**config.mk**
```make
export PLATFORM = sky130hd
export DESIGN_NAME = if_fetch_unit
export DESIGN_NICKNAME = d
export VERILOG_FILES = /design/src/rtl/if_fetch_unit.sv
export SDC_FILE = /design/constraint.sdc
export NUM_CORES = 1
export LEC_CHECK = 0
export CAP_MARGIN = 20
export CORE_UTILIZATION = 49
export DETAILED_ROUTE_END_ITERATION = 10
export GPL_TIMING_DRIVEN = 0
export PLACE_DENSITY = 0.83
export SLEW_MARGIN = 20
export SYNTH_ARGS = -nofsm -noshare
export SYNTH_HDL_FRONTEND = slang
export SYNTH_SLANG_ARGS = --single-unit
```
**constraint.sdc**
```tcl
create_clock -name clk -period 4.2 [get_ports clk]
set_input_delay 1.05 -clock clk [delete_from_list [all_inputs] [get_ports clk]]
set_output_delay 1.05 -clock clk [all_outputs]
set_load 0.1 [all_outputs]
```
**src/rtl/if_fetch_unit.sv**
```systemverilog
// Instruction-fetch stage: owns the architectural PC, issues one outstanding
// imem request at a time and hands instructions to decode through a one-entry buffer.
module if_fetch_unit #(
  parameter int               XLEN     = 32,
  parameter logic [XLEN-1:0]  RESET_PC = 32'h0000_0000
) (
  input  logic            clk,
  input  logic            rst_n,
  input  logic [1:0]      branch,
  input  logic [XLEN-1:0] branch_target,
  input  logic [XLEN-1:0] jump_target,
  output logic            imem_req,
  output logic [XLEN-1:0] imem_addr,
  input  logic            imem_ready,
  input  logic            imem_rvalid,
  input  logic [XLEN-1:0] imem_rdata,
  output logic            if_valid,
  input  logic            if_ready,
  output logic [XLEN-1:0] if_pc,
  output logic [XLEN-1:0] if_pc_plus4,
  output logic [XLEN-1:0] if_instr,
  output logic            misalign
);

  typedef enum logic [1:0] {
    S_IDLE = 2'd0,
    S_REQ  = 2'd1,
    S_WAIT = 2'd2,
    S_FULL = 2'd3
  } state_t;

  localparam logic [XLEN-1:0] PC_STEP   = XLEN'(32'd4);
  localparam logic [XLEN-1:0] BIT0_MASK = ~XLEN'(32'd1);

  state_t          state_r;
  logic [XLEN-1:0] pc_r;
  logic            kill_r;
  logic            req_r;
  logic            valid_r;
  logic [XLEN-1:0] if_pc_r;
  logic [XLEN-1:0] plus4_r;
  logic [XLEN-1:0] instr_r;
  logic            misalign_r;

  logic            redirect_s;
  logic [XLEN-1:0] target_s;
  logic [XLEN-1:0] pc_next_s;

  // Redirect decode: 01 selects the conditional target, 1x the jump target.
  always_comb begin
    redirect_s = 1'b0;
    target_s   = {XLEN{1'b0}};
    pc_next_s  = pc_r + PC_STEP;
    if (branch != 2'b00) begin
      redirect_s = 1'b1;
    end else begin
      redirect_s = 1'b0;
    end
    if (branch[1]) begin
      target_s = jump_target;
    end else begin
      target_s = branch_target;
    end
  end

  // Fetch FSM with registered request, buffer and misalign outputs.
  always_ff @(posedge clk or negedge rst_n) begin
    if (!rst_n) begin
      state_r    <= S_IDLE;
      pc_r       <= RESET_PC;
      kill_r     <= 1'b0;
      req_r      <= 1'b0;
      valid_r    <= 1'b0;
      if_pc_r    <= {XLEN{1'b0}};
      plus4_r    <= PC_STEP;
      instr_r    <= {XLEN{1'b0}};
      misalign_r <= 1'b0;
    end else if (redirect_s) begin
      // Redirect wins over any response or handshake in the same cycle.
      pc_r       <= target_s & BIT0_MASK;
      misalign_r <= target_s[1];
      case (state_r)
        S_IDLE: begin
          state_r <= S_REQ;
          req_r   <= 1'b1;
        end
        S_REQ: begin
          if (imem_ready) begin
            kill_r  <= 1'b1;
            state_r <= S_WAIT;
            req_r   <= 1'b0;
          end else begin
            state_r <= S_REQ;
            req_r   <= 1'b1;
          end
        end
        S_WAIT: begin
          if (imem_rvalid) begin
            kill_r  <= 1'b0;
            state_r <= S_REQ;
            req_r   <= 1'b1;
          end else begin
            kill_r  <= 1'b1;
            state_r <= S_WAIT;
          end
        end
        S_FULL: begin
          valid_r <= 1'b0;
          state_r <= S_REQ;
          req_r   <= 1'b1;
        end
        default: begin
          state_r <= S_IDLE;
          kill_r  <= 1'b0;
          req_r   <= 1'b0;
          valid_r <= 1'b0;
        end
      endcase
    end else begin
      misalign_r <= 1'b0;
      case (state_r)
        S_IDLE: begin
          state_r <= S_REQ;
          req_r   <= 1'b1;
        end
        S_REQ: begin
          if (imem_ready) begin
            state_r <= S_WAIT;
            req_r   <= 1'b0;
          end else begin
            state_r <= S_REQ;
            req_r   <= 1'b1;
          end
        end
        S_WAIT: begin
          if (imem_rvalid && kill_r) begin
            // Response belongs to a fetch that a redirect already abandoned.
            kill_r  <= 1'b0;
            state_r <= S_REQ;
            req_r   <= 1'b1;
          end else if (imem_rvalid) begin
            instr_r <= imem_rdata;
            if_pc_r <= pc_r;
            plus4_r <= pc_next_s;
            pc_r    <= pc_next_s;
            valid_r <= 1'b1;
            state_r <= S_FULL;
          end else begin
            state_r <= S_WAIT;
          end
        end
        S_FULL: begin
          if (if_ready) begin
            valid_r <= 1'b0;
            state_r <= S_REQ;
            req_r   <= 1'b1;
          end else begin
            state_r <= S_FULL;
          end
        end
        default: begin
          state_r <= S_IDLE;
          kill_r  <= 1'b0;
          req_r   <= 1'b0;
          valid_r <= 1'b0;
        end
      endcase
    end
  end

  assign imem_req    = req_r;
  assign imem_addr   = pc_r;
  assign if_valid    = valid_r;
  assign if_pc       = if_pc_r;
  assign if_pc_plus4 = plus4_r;
  assign if_instr    = instr_r;
  assign misalign    = misalign_r;

endmodule
```
=== Word level (Yosys, flattened, before mapping) ===
Cells that the tools add are included.

* Muxes and demuxes: 33
* $add $sub $neg: 1
* Eq/ne operators: 11
* Bitwise operators: 2
* Reduce and logical (&&, ||, !) cells: 14

{| class="wikitable"
|+ Operators with widths
! cell !! count
|-
| $mux W32 || 5
|-
| $add A32 B3 Y32 const B || 1
|-
| $ne A3 B3 Y1 const B || 6
|-
| $mux W1 || 17
|-
| $reduce_bool A2 Y1 || 6
|-
| $mux W2 || 5
|-
| $pmux W2 S4 || 1
|-
| $reduce_and A4 Y1 || 2
|-
| $pmux W2 S3 || 1
|-
| $reduce_and A3 Y1 || 2
|-
| $reduce_and A5 Y1 || 1
|-
| $eq A2 B2 Y1 const B || 2
|-
| $pmux W1 S2 || 2
|-
| $pmux W1 S4 || 1
|-
| $pmux W1 S3 || 1
|-
| $eq A2 B1 Y1 const B || 1
|-
| $logic_not A2 Y1 || 1
|-
| $ne A2 B1 Y1 const B || 1
|-
| $ne A2 B2 Y1 const B || 1
|-
| $not A1 Y1 || 2
|-
| $reduce_or A2 Y1 || 1
|-
| $logic_and A1 B1 Y1 || 1
|}

* Output and inout bits: 131
* Word-level logic and storage cells: 70
* Flip-flop bits (word level): 134
* Input port bits: 103

=== Longest topological paths before layout ===
Gate-level depths: netlist (run 1).

* Word-level depth: 5
* Depth in mapped cells: 9
* Depth with buffers taken out: 7

=== Least setup slack after synthesis (run 1) ===
OpenSTA, ideal clock, no wires.

* Kind: reg2reg
* Start point: reg pc_r[19] (netlist: imem_addr[19])
* End point: reg pc_r[31] (netlist: imem_addr[31])
* Stages on the path, launching flop included: 7
* Required time: 4.118 ns
* Data arrival time: 2.442 ns
* Setup time: 0.082 ns
* Clock period less this slack: 2.524 ns
* Path slack: 1.676 ns
* Buffers on the path: 2
* Path through: dfrtp_1 -> buf_2 -> and4_4 -> nand4_1 -> buf_2 -> or4_1 -> a31oi_1

* Cells in the longest elaborated chain, start to end: 5

{| class="wikitable"
|+ Ends and longest elaborated chain
! element !! line !! text
|-
| start: declaration || 36 || <nowiki>logic [XLEN-1:0] pc_r;</nowiki>
|-
| start signal: assignment || 80 || <nowiki>pc_r <= target_s & BIT0_MASK;</nowiki>
|-
| start signal: assignment || 145 || <nowiki>pc_r <= pc_next_s;</nowiki>
|-
| $add A32 B3 Y32 || 53 || <nowiki>pc_next_s = pc_r + PC_STEP;</nowiki>
|-
| $mux W32 || 141 || <nowiki>end else if (imem_rvalid) begin</nowiki>
|-
| $mux W32 || 136 || <nowiki>if (imem_rvalid && kill_r) begin</nowiki>
|-
| $mux W32 || 121 || <nowiki>case (state_r)</nowiki>
|-
| $mux W32 || 78 || <nowiki>end else if (redirect_s) begin</nowiki>
|}

No other way between the ends. The select of a mux whose other input is x is not followed.
A chain may end at the register's enable or synchronous reset.

=== Worst setup path in the final report (run 1) ===
* Start point: reg pc_r[8] (netlist: imem_addr[8])
* End point: out imem_addr[8]

{| class="wikitable"
|+ RTL lines
! element !! line !! text
|-
| end: declaration || 13 || <nowiki>output logic [XLEN-1:0] imem_addr,</nowiki>
|}

No word-level cell between the ends.

==> reports/qor.tcl, run 1 <==
set qor(status) {completed}
set qor(route.antenna.remaining_nets) 0
set qor(timing.critical_path.fanout_max) 8
set qor(synth_area_um2) 6390
set qor(synth_xor_area_share_pct) 6.03
set qor(die_h_um) 116
set qor(path_clk_slew_ns) 0.05
set qor(worstRegToRegCells) 8
set qor(vias_per_cell) 5.26
set qor(cts_hold_buffers) 0
set qor(drc_violation_count_after_routing) 0
set qor(final.setup_skew_ns) 0.00596
set qor(adder_cell_share_of_the_synthesized_area_pct) 1.37
set qor(max_cap_violations) 0
set qor(cp.arrival_ns) 2.13
set qor(path_delay_family) {buffers and inverters}
set qor(synth_cell_types) 55
set qor(timing.final.crit_share_pct) 75.7
set qor(pwr-share-seq_pct) 28.4
set qor(cpPeakStageDelay_ns) 1.20
set qor(drive_above_1_share_pct) 6.97
set qor(worst_ep_required_time_ns) 3.15
set qor(total_leakage_power_nw) 4.25
set qor(grt_start_max_net_pins) 68
set qor(number_of_violations_reported_at_the_end_of_detailed_routing_iteration_0) 386
set qor(netlist_instances) 729
set qor(synthesis.yosys.warnings) 0
set qor(final_setup_vio_count) 0
set qor(synth_simple_gate_area_share_pct) 24.7
set qor(die_w_um) 116
set qor(syn_area_per_cell_um2) 8.77
set qor(grt_antenna_before_repair) 0
set qor(num_rows) 41
set qor(combPwrFrac_pct) 46.4
set qor(ys_ff_latch) 130
set qor(insertion_delay_ns) 0.42
set qor(number_of_iterations_in_the_first_detailed_routing_pass) 4
set qor(crit_path_top_delay_cell) {sky130_fd_sc_hd__clkdlybuf4s50_1}
set qor(power_density_nw_per_um2) 612
set qor(worst-path-buf-inv) 1
set qor(design.core.area_um2) 12700
set qor(gp_routability_congestion) 0.865
set qor(logic_depth_of_the_worst_setup_path_including_buffers) 1
set qor(utilization_pct) 75.0
set qor(initial_utilization_pct) 50.5
set qor(port_buffer_count) 226
set qor(path_class) {reg -> out}
set qor(worst_slew_pin_slew_ns) 1.04
set qor(vias) 6109
set qor(cts_buffers) 17
set qor(sw_frac_of_total_pct) 47.6
set qor(nets) 1087
set qor(synth-compound-area-share_pct) 11.7
set qor(cp-start-kind) {flip-flop}
set qor(first_global_vias) 6072
set qor(max_freq_mhz) 315
set qor(cts.repair.resized) 0
set qor(r2r-end) {imem_addr[21]}
set qor(rsz0062_at_grt) {no}
set qor(sequential_area_share_after_synthesis_pct) 50.9
set qor(crit_end) {imem_addr[8]}
set qor(critPathLaunch) {imem_addr[8]}
set qor(reg2reg_setup_slack_ns) 1.69
set qor(hold_path_depth) 2
set qor(ctsLongestPathBuffers) 2
set qor(cellInternalPower_w) 0.00305
set qor(timing.final.max_slew_violations) 0
set qor(detail_route.wl_per_cell_um) 17.5
set qor(largest_family_of_logic_cells_by_synthesized_area) {simple AND/OR/NAND/NOR gates}
set qor(flow.area_growth_from_synthesis_pct) 48.6
set qor(routed_wirelength_um) 20300
set qor(cts_sinks) 130
set qor(share_clk_of_total_power_pct) 25.3
set qor(fp.dieArea_um2) 13500
set qor(timing.slew.headroom_pct) 30.1
set qor(vdd_drop_max_mv) 0.342
set qor(dp.final_hpwl_um) 14900
set qor(grt_overflow) 0
set qor(fin_total_pwr_w) 0.00581
set qor(groute.usage.overall_pct) 31.3
set qor(worstSetupEndpointType) {primary output}
set qor(r2r_start) {state_r[0]}
set qor(power.switching_w) 0.00276
set qor(ctsHtreeMaxLevel) 4
set qor(post-cts-setup-buffers) 0
set qor(hold_class) {reg -> reg}
set qor(cts_tree) {done}
set qor(final-hold-violation-count) 0
set qor(synth_mux_area_share_pct) 0.646
set qor(io_pins) 234
set qor(final_period_minus_worst_setup_slack_ns) 3.18
set qor(insertedDiodeCount) 0
set qor(grt_pass1_wl_um) 31400
set qor(path_cells) {clkdlybuf4s50_1}
set qor(clockRootBuffer) {sky130_fd_sc_hd__clkbuf_16}
-- worst register-to-register path, stage by stage, from the launching register on --
cell,delay [ns]
sky130_fd_sc_hd__dfrtp_1,0.42
sky130_fd_sc_hd__inv_1,0.12
sky130_fd_sc_hd__ha_1,0.25
sky130_fd_sc_hd__and3b_1,0.23
sky130_fd_sc_hd__buf_2,0.29
sky130_fd_sc_hd__buf_1,0.58
sky130_fd_sc_hd__nand4_1,0.22
sky130_fd_sc_hd__xor2_1,0.18
sky130_fd_sc_hd__a21oi_1,0.08
-- how the worst min path moves through the flow --
stage,start,end
after floorplan,imem_addr[1],if_pc[1]
after global placement,if_instr[7],if_instr[7]
after detailed placement,if_instr[16],if_instr[16]
after CTS,if_instr[16],if_instr[16]
after global routing,if_instr[11],if_instr[11]
final,if_pc[23],if_pc[23]
-- Yosys cell counts, drive strengths merged --
cell       n  share of area [%]
nor3       3               0.23
a31oi      6               0.59
buf       25                2.3
a21o       2               0.23
inv       10               0.59
clkbuf    30                1.8
ha         7                1.4
a311oi     2               0.27
nor2b     17                1.7
dfstp      1               0.41
and4       6               0.88
a211oi    15                1.8
conb       1              0.059
a41oi      1               0.14
o31ai      1               0.12
o21a       2               0.23
nor2      26                1.5
nand3b     2               0.23
xor2      18                2.5
nand3     11                1.1
dfrtp    129                 50
a21oi     41                3.2
xnor2     26                3.6
a2bb2oi    1               0.14
nand4     13                1.4
mux2       1               0.18
nand2    235                 14
mux2i      3               0.47
or3        2               0.20
and3b      1               0.14
nor4       7                1.0
and2       6               0.59
or2        3               0.29
o21ai     47                3.7
or4        1               0.12
and3      11                1.1
a221oi     3               0.51
o22ai      8               0.78
nor3b      1               0.12
nand2b     4               0.39
-- routing by layer --
layer / GRT usage [%] / wire length (um)
met4: 15.0 / 582
met5: 0 / 0
met1: 37.8 / 8240
met3: 8.51 / 1710
met2: 51.9 / 9750
-- cell usage in the layout, fill, tap and decap left out, drive strengths merged, types with 4 or more instances in the layout --
cell type	Yosys	final
clkinv	0	7
nand4	13	13
inv	10	10
and3	11	11
xor2	18	18
dfrtp	129	129
o22ai	8	8
clkdlybuf4s50	0	225
xnor2	26	26
a31oi	6	6
a21oi	41	41
o21ai	47	47
clkbuf	30	52
buf	25	27
nand2	235	235
a211oi	15	15
nand2b	4	4
and4	6	6
ha	7	7
nor4	7	7
and2	6	6
nor2	26	26
nand3	11	11
nor2b	17	17
-- flip-flops by register name, indices dropped and copies added (netlist names) --
name	count
if_instr	32
if_valid	1
if_pc_plus4	30
imem_addr	31
state_r	2
kill_r	1
imem_req	1
misalign	1
if_pc	31
-- cell type report --
class | instances | area (um^2)
Multi-Input combinational cell | 536 | 2850
Tap cell | 172 | 215
Clock inverter | 10 | 106
Clock buffer | 22 | 484
Sequential cell | 130 | 3250
Inverter | 10 | 37.5
Fill cell | 964 | 3170
Timing Repair Buffer | 227 | 2290
Buffer | 55 | 258
-- per-stage QoR --
stage	setup slack (ns)	std cells	area (um^2)	hold WS [ns]	setup TNS, ns
floorplan	1.68	731	6400	0.461	0
global placement	-3.04	1129	8880	0.456	-391.55
detailed placement	1.01	1130	8910	0.461	0
CTS	1.00	1162	9500	0.474	0
global route	0.967	1162	9500	0.493	0
finish	1.02	1162	9500	0.471	0
-- cells by family after synthesis --
group | after synthesis
AO/OA/AOI/OAI | 129
XOR/XNOR | 44
adder cells (fa/ha/maj) | 7
buffers and inverters | 65
flip-flops | 130
multiplexers | 4
other | 1
AND/OR/NAND/NOR | 349
-- power groups by stage --
stage	combinational (W)	clock [W]	sequential [W]
after detailed placement	0.00269	0	0.00166
after global placement	0.00266	0	0.00165
after global routing	0.00280	0.00154	0.00168
after floorplan	0.000421	0	0.00321
final	0.00269	0.00147	0.00165
after CTS	0.00270	0.00149	0.00165
Power figures use the tool's default switching activity.
==> inputs of run 2 (changes only) <==
--- a/config.mk
+++ b/config.mk
@@ -6,10 +6,10 @@
 export NUM_CORES = 1
 export LEC_CHECK = 0
 export CAP_MARGIN = 20
-export CORE_UTILIZATION = 49
+export CORE_UTILIZATION = 41
 export DETAILED_ROUTE_END_ITERATION = 10
 export GPL_TIMING_DRIVEN = 0
-export PLACE_DENSITY = 0.83
+export PLACE_DENSITY = 0.74
 export SLEW_MARGIN = 20
 export SYNTH_ARGS = -nofsm -noshare
 export SYNTH_HDL_FRONTEND = slang
==> constraint.sdc (replaced) <==
create_clock -name clk -period 2.6 [get_ports clk]
set_input_delay 0.65 -clock clk [delete_from_list [all_inputs] [get_ports clk]]
set_output_delay 0.65 -clock clk [all_outputs]
set_load 0.1 [all_outputs]
==> reports/qor.tcl, run 2 (synthesis gave the netlist of run 1 again) <==
set qor(path_clk_slew_ns) 0.05
set qor(cp-start-kind) {flip-flop}
set qor(path_class) {reg -> out}
set qor(tns_ns) 0
set qor(mostFrequentLayoutCells) {235 x sky130_fd_sc_hd__nand2_1, 158 x sky130_fd_sc_hd__clkdlybuf4s50_1, 129 x sky130_fd_sc_hd__dfrtp_1, 45 x sky130_fd_sc_hd__o21ai_0, 41 x sky130_fd_sc_hd__a21oi_1}
set qor(timing.slew.headroom_pct) 31.3
set qor(post-place-ws_ns) -0.150
set qor(die_h_um) 127
set qor(dp.final_hpwl_um) 15000
set qor(cts_sinks) 130
set qor(vdd_drop_max_mv) 0.530
set qor(worst_hold_slack_ns) 0.157
set qor(design.core.area_um2) 15200
set qor(power_density_nw_per_um2) 966
set qor(insertedDiodeCount) 0
set qor(grt_start_max_net_pins) 68
set qor(route.antenna.remaining_nets) 0
set qor(hold_class) {in -> async}
set qor(globalRouteMet3Util_pct) 7.04
set qor(timing.final.crit_share_pct) 98.9
set qor(gr-max-usage-layer) {met2}
set qor(num_rows) 45
set qor(port_buffer_count) 226
set qor(timing.final.max_slew_violations) 0
set qor(max_cap_violations) 0
set qor(clockRootBuffer) {sky130_fd_sc_hd__clkbuf_16}
set qor(number_of_violations_reported_at_the_end_of_detailed_routing_iteration_0) 277
set qor(first_global_vias) 5984
set qor(number_of_iterations_in_the_first_detailed_routing_pass) 5
set qor(worst_ep_required_time_ns) 1.95
set qor(cts_buffers) 17
set qor(gp_routability_congestion) 0.810
set qor(status) {completed}
set qor(worst-path-buf-inv) 1
set qor(cp.arrival_ns) 1.92
set qor(final-hold-violation-count) 0
set qor(insertion_delay_ns) 0.42
set qor(timing.critical_path.fanout_max) 2
set qor(die_w_um) 127
set qor(vias_per_cell) 5.16
set qor(fp.dieArea_um2) 16100
set qor(commonest_non_fill_non_tap_cell_in_the_layout) {sky130_fd_sc_hd__nand2_1}
set qor(nets) 1088
set qor(grt.met2_usage_pct) 43.9
set qor(max_freq_mhz) 389
set qor(detail_route.wl_per_cell_um) 17.5
set qor(placement.cell_area_um2) 8930
set qor(routed_wirelength_um) 20600
set qor(number_of_flip_flops_in_the_largest_register) 32
set qor(initial_utilization_pct) 42.1
set qor(grt_antenna_before_repair) 1
set qor(final_period_minus_worst_setup_slack_ns) 2.57
set qor(rsz0062_at_grt) {no}
set qor(layout.filler_cells) 1348
set qor(groute.usage.overall_pct) 26.5
set qor(cts_hold_buffers) 0
set qor(worstSetupEndpointType) {primary output}
set qor(path_delay_family) {buffers and inverters}
set qor(final_setup_vio_count) 0
set qor(flow.area_growth_from_synthesis_pct) 49.4
set qor(ctsLongestPathBuffers) 2
set qor(total_leakage_power_nw) 4.86
set qor(io_pins) 234
set qor(final.setup_skew_ns) 0.00605
set qor(crit_path_top_delay_cell) {sky130_fd_sc_hd__clkdlybuf4s50_1}
set qor(drive_above_1_share_pct) 6.77
set qor(path_cells) {clkdlybuf4s50_1}
set qor(vias) 6078
set qor(utilization_pct) 62.8
set qor(ctsHtreeMaxLevel) 4
set qor(drc_violation_count_after_routing) 0
set qor(cts_tree) {done}
set qor(setup_ws_ns) 0.0287
set qor(worst_slew_pin_slew_ns) 1.03
set qor(grtUsageMet1_pct) 33.6
set qor(design_area_um2) 9550
set qor(grt_pass1_wl_um) 32500
set qor(cpPeakStageDelay_ns) 1.16
set qor(grt_overflow) 0
-- run 2: cell types whose count changed in the layout (fill, tap and decap cells not counted) --
cell,previous run,this run
sky130_fd_sc_hd__dlygate4sd2_1,0,36
sky130_fd_sc_hd__clkdlybuf4s50_1,225,158
sky130_fd_sc_hd__buf_12,0,1
sky130_fd_sc_hd__clkbuf_1,30,33
sky130_fd_sc_hd__dlymetal6s2s_1,0,31
sky130_fd_sc_hd__clkbuf_8,4,5
sky130_fd_sc_hd__clkinv_2,6,2
sky130_fd_sc_hd__buf_1,2,1
sky130_fd_sc_hd__buf_4,6,7
sky130_fd_sc_hd__clkinv_4,1,0
sky130_fd_sc_hd__bufinv_16,2,1
sky130_fd_sc_hd__clkbuf_2,1,2
-- run 2: cell type report --
class | instances | area [um^2] | share of cell area [%]
buffer | 54 | 255 | 2.67
clock buffer | 27 | 513 | 5.37
clock inverter | 4 | 47.5 | 0.498
inverter | 10 | 37.5 | 0.393
multi-input combinational | 536 | 2850 | 29.9
sequential | 130 | 3250 | 34.1
tap | 188 | 235 | 2.46
timing repair buffer | 229 | 2350 | 24.7
-- run 2: worst register-to-register path: cells and delay by family (launching register included) --
family | cells | cell delay (ns)
adder cells (fa/ha/maj) | 1 | 0.24
XOR/XNOR | 1 | 0.17
AND/OR/NAND/NOR | 3 | 0.69
buffers and inverters | 3 | 0.63
flip-flops | 1 | 0.41
AO/OA/AOI/OAI | 1 | 0.08
-- run 2: routing by layer --
| metal | vias up | part of all wire (%) | wire [um] |
|---|---|---|---|
| met5 | - | 0.063 | 13 |
| met4 | 2 | 1.9 | 392 |
| met3 | 32 | 7.0 | 1440 |
| met2 | 235 | 47 | 9680 |
| met1 | 2875 | 44 | 9110 |
| li1 | 2934 | - | - |
-- run 2: per-stage QoR --
| stage | instances | total power, W |
|---|---|---|
| 6_report | 1178 | 0.00923 |
| 5_1_grt | 1178 | 0.00958 |
| 4_1_cts | 1177 | 0.00928 |
| 3_5_place_dp | 1146 | 0.00703 |
| 3_3_place_gp | 1145 | 0.00699 |
| 2_1_floorplan | 731 | 0.00587 |
-- run 2: timing repair --
| action | in CTS | in global routing |
|---|---|---|
| pin swaps | 0 | 1 |
| setup endpoints to repair | 36 | 50 |
| setup buffers | 0 | 2 |
| gates cloned | 0 | 0 |
| resized for setup | 36 | 32 |
-- run 2: report_power, final --
| part | switching (W) | internal (W) | total (W) |
|---|---|---|---|
| logic | 0.00332 | 0.000964 | 0.00428 |
| registers | 0.000262 | 0.00239 | 0.00265 |
| clock network | 0.000859 | 0.00143 | 0.00229 |
-- run 2: worst paths after layout --
kind	from	to	slack [ns]	cells after the start
min in group clk	if_pc_plus4[17]	if_pc_plus4[17]	0.47	2
setup reg to reg	state_r[0]	imem_addr[28]	0.24	9
hold / removal	rst_n	if_instr[0]	0.16	1
setup / recovery	if_pc_plus4[16]	if_pc_plus4[16]	0.03	1
hold reg to reg	if_pc_plus4[17]	if_pc_plus4[17]	0.47	2
max in group asynchronous	rst_n	if_pc_plus4[2]	1.68	2
==> inputs of run 3 (changes only) <==
--- a/config.mk
+++ b/config.mk
@@ -5,11 +5,12 @@
 export SDC_FILE = /design/constraint.sdc
 export NUM_CORES = 1
 export LEC_CHECK = 0
+export ABC_AREA = 0
 export CAP_MARGIN = 20
-export CORE_UTILIZATION = 41
+export CORE_UTILIZATION = 45
 export DETAILED_ROUTE_END_ITERATION = 10
 export GPL_TIMING_DRIVEN = 0
-export PLACE_DENSITY = 0.74
+export PLACE_DENSITY = 0.77
 export SLEW_MARGIN = 20
 export SYNTH_ARGS = -nofsm -noshare
 export SYNTH_HDL_FRONTEND = slang
==> constraint.sdc (replaced) <==
create_clock -name clk -period 2.58 [get_ports clk]
set_input_delay 0.645 -clock clk [delete_from_list [all_inputs] [get_ports clk]]
set_output_delay 0.645 -clock clk [all_outputs]
set_load 0.1 [all_outputs]
==> reports/qor.tcl, run 3 (synthesis gave the netlist of run 1 again) <==
set qor(path_clk_slew_ns) 0.05
set qor(setup_ws_ns) 0.0219
set qor(detail_route.wl_per_cell_um) 17.4
set qor(utilization_pct) 69.3
set qor(worstRegToRegCells) 8
set qor(reg2reg_setup_slack_ns) 0.17
set qor(grt_pass1_wl_um) 31300
set qor(cts_hold_buffers) 0
set qor(placement.cell_area_um2) 8920
set qor(insertion_delay_ns) 0.42
set qor(grtUsageMet1_pct) 35.6
set qor(flow.area_growth_from_synthesis_pct) 50.5
set qor(vdd_drop_max_mv) 0.466
set qor(timing.final.crit_share_pct) 99.1
set qor(path_cells) {clkdlybuf4s50_1}
set qor(cts_tree) {done}
set qor(worst-path-buf-inv) 1
set qor(gr-max-usage-layer) {met2}
set qor(gp_routability_congestion) 0.832
set qor(globalRouteMet3Util_pct) 7.28
set qor(total_leakage_power_nw) 5.28
set qor(r2r_start) {state_r[0]}
set qor(initial_utilization_pct) 46.1
set qor(crit_path_top_delay_cell) {sky130_fd_sc_hd__clkdlybuf4s50_1}
set qor(cts_sinks) 130
set qor(die_w_um) 121
set qor(drc_violation_count_after_routing) 0
set qor(timing.slew.headroom_pct) 31.8
set qor(vias) 6028
set qor(number_of_flip_flops_in_the_largest_register) 32
set qor(routed_wirelength_um) 20200
set qor(layout.filler_cells) 1152
set qor(status) {completed}
set qor(timing.critical_path.fanout_max) 2
set qor(r2r-end) {imem_addr[28]}
set qor(final.setup_skew_ns) 0.0134
set qor(num_rows) 43
set qor(commonest_non_fill_non_tap_cell_in_the_layout) {sky130_fd_sc_hd__nand2_1}
set qor(worstSetupEndpointType) {primary output}
set qor(cts_buffers) 17
set qor(seqCellArea_um2) 3250
set qor(cp.arrival_ns) 1.91
set qor(fin_total_pwr_w) 0.00942
set qor(drive_above_1_share_pct) 6.69
set qor(final-hold-violation-count) 0
set qor(path_class) {reg -> out}
set qor(design.core.area_um2) 13900
set qor(rsz0062_at_grt) {no}
set qor(groute.usage.overall_pct) 28.4
set qor(first_global_vias) 5970
set qor(grt_antenna_before_repair) 0
set qor(final_setup_vio_count) 0
set qor(ctsHtreeMaxLevel) 4
set qor(dp.final_hpwl_um) 14600
set qor(timing.final.max_slew_violations) 0
set qor(io_pins) 234
set qor(clockRootBuffer) {sky130_fd_sc_hd__clkbuf_16}
set qor(grt.met2_usage_pct) 47.3
set qor(power_density_nw_per_um2) 980
set qor(grt_overflow) 0
set qor(max_freq_mhz) 391
set qor(post-place-ws_ns) -0.214
set qor(multiInputGateArea_um2) 2860
set qor(worst_ep_required_time_ns) 1.93
set qor(design_area_um2) 9620
set qor(cpPeakStageDelay_ns) 1.16
set qor(vias_per_cell) 5.17
set qor(die_h_um) 121
set qor(fp.dieArea_um2) 14700
set qor(nets) 1087
set qor(number_of_iterations_in_the_first_detailed_routing_pass) 5
set qor(worst_slew_pin_slew_ns) 1.03
set qor(post-cts-setup-buffers) 0
set qor(hold_class) {in -> async}
set qor(max_cap_violations) 0
set qor(mostFrequentLayoutCells) {235 x sky130_fd_sc_hd__nand2_1, 134 x sky130_fd_sc_hd__clkdlybuf4s50_1, 129 x sky130_fd_sc_hd__dfrtp_1, 56 x sky130_fd_sc_hd__dlymetal6s2s_1, 45 x sky130_fd_sc_hd__o21ai_0}
set qor(path_delay_family) {buffers and inverters}
set qor(port_buffer_count) 226
set qor(ctsLongestPathBuffers) 2
set qor(cp-start-kind) {flip-flop}
set qor(grt_start_max_net_pins) 91
set qor(final_period_minus_worst_setup_slack_ns) 2.56
set qor(number_of_violations_reported_at_the_end_of_detailed_routing_iteration_0) 295
set qor(worst_hold_slack_ns) 0.0983
set qor(route.antenna.remaining_nets) 0
set qor(insertedDiodeCount) 0
[run 3: cell count changes in the layout (fill, tap and decap cells not counted)]
| cell | before | now |
|---|---|---|
| sky130_fd_sc_hd__buf_2 | 16 | 15 |
| sky130_fd_sc_hd__nor4_1 | 5 | 4 |
| sky130_fd_sc_hd__dlymetal6s2s_1 | 31 | 56 |
| sky130_fd_sc_hd__clkbuf_8 | 5 | 4 |
| sky130_fd_sc_hd__clkbuf_4 | 0 | 1 |
| sky130_fd_sc_hd__nor4_2 | 1 | 2 |
| sky130_fd_sc_hd__clkdlybuf4s15_1 | 0 | 1 |
| sky130_fd_sc_hd__clkinv_2 | 2 | 1 |
| sky130_fd_sc_hd__buf_12 | 1 | 0 |
| sky130_fd_sc_hd__dlygate4sd2_1 | 36 | 34 |
| sky130_fd_sc_hd__clkdlybuf4s50_1 | 158 | 134 |
| sky130_fd_sc_hd__buf_4 | 7 | 6 |
| sky130_fd_sc_hd__clkbuf_1 | 33 | 31 |
| sky130_fd_sc_hd__bufinv_16 | 1 | 3 |
[run 3: worst reg2reg max path: cells and delay by family, from the launching register on]
kind	cells	cell delay, ns
AO/OA/AOI/OAI	1	0.08
flip-flops	1	0.41
AND/OR/NAND/NOR	3	1.00
buffers and inverters	2	0.37
adder cells (fa/ha/maj)	1	0.25
XOR/XNOR	1	0.16
[run 3: cell type report]
cell class / instances / share of cell area (%)
plain buffers: 55 / 2.72
clock buffers: 23 / 5.07
clock inverters: 5 / 1.07
inverters: 10 / 0.390
multi-input cells: 536 / 29.7
flip-flops and latches: 130 / 33.8
well taps: 180 / 2.34
repair buffers: 227 / 24.9
[run 3: layer usage]
layer,wire (um),up-vias
li1,-,2912
met1,8630,2832
met2,9490,255
met3,1650,29
met4,467,0
met5,0,-
[run 3: per-stage QoR]
stage / setup TNS (ns) / instances
after global routing: 0 / 1166
after floorplan: 0 / 731
after detailed placement: -3.41 / 1138
after CTS: 0 / 1166
final: 0 / 1166
after global placement: -568.56 / 1137
[run 3: how the worst max path moves through the flow]
stage	start	endpoint	slack [ns]	cells after the start
5_1_grt	if_pc[9]	if_pc[9]	0.0009	1
6_report	if_pc_plus4[13]	if_pc_plus4[13]	0.02	1
2_1_floorplan	imem_addr[19]	imem_addr[31]	0.06	6
3_3_place_gp	rst_n	if_pc[2]	-4.39	1
3_5_place_dp	branch[0]	imem_addr[30]	-0.21	7
4_1_cts	if_pc_plus4[11]	if_pc_plus4[11]	0.002	1
[run 3: timing repair]
item | CTS | global route
endpoints found under the setup margin | 35 | 62
resized for setup | 35 | 60
pin swaps | 0 | 2
[run 3: where the power goes]
group | total, W | internal, W | switching (W) | leakage (nW)
clock | 0.00244 | 0.00160 | 0.000842 | 0.287
combinational | 0.00431 | 0.000968 | 0.00335 | 3.29
sequential | 0.00267 | 0.00241 | 0.000260 | 1.71
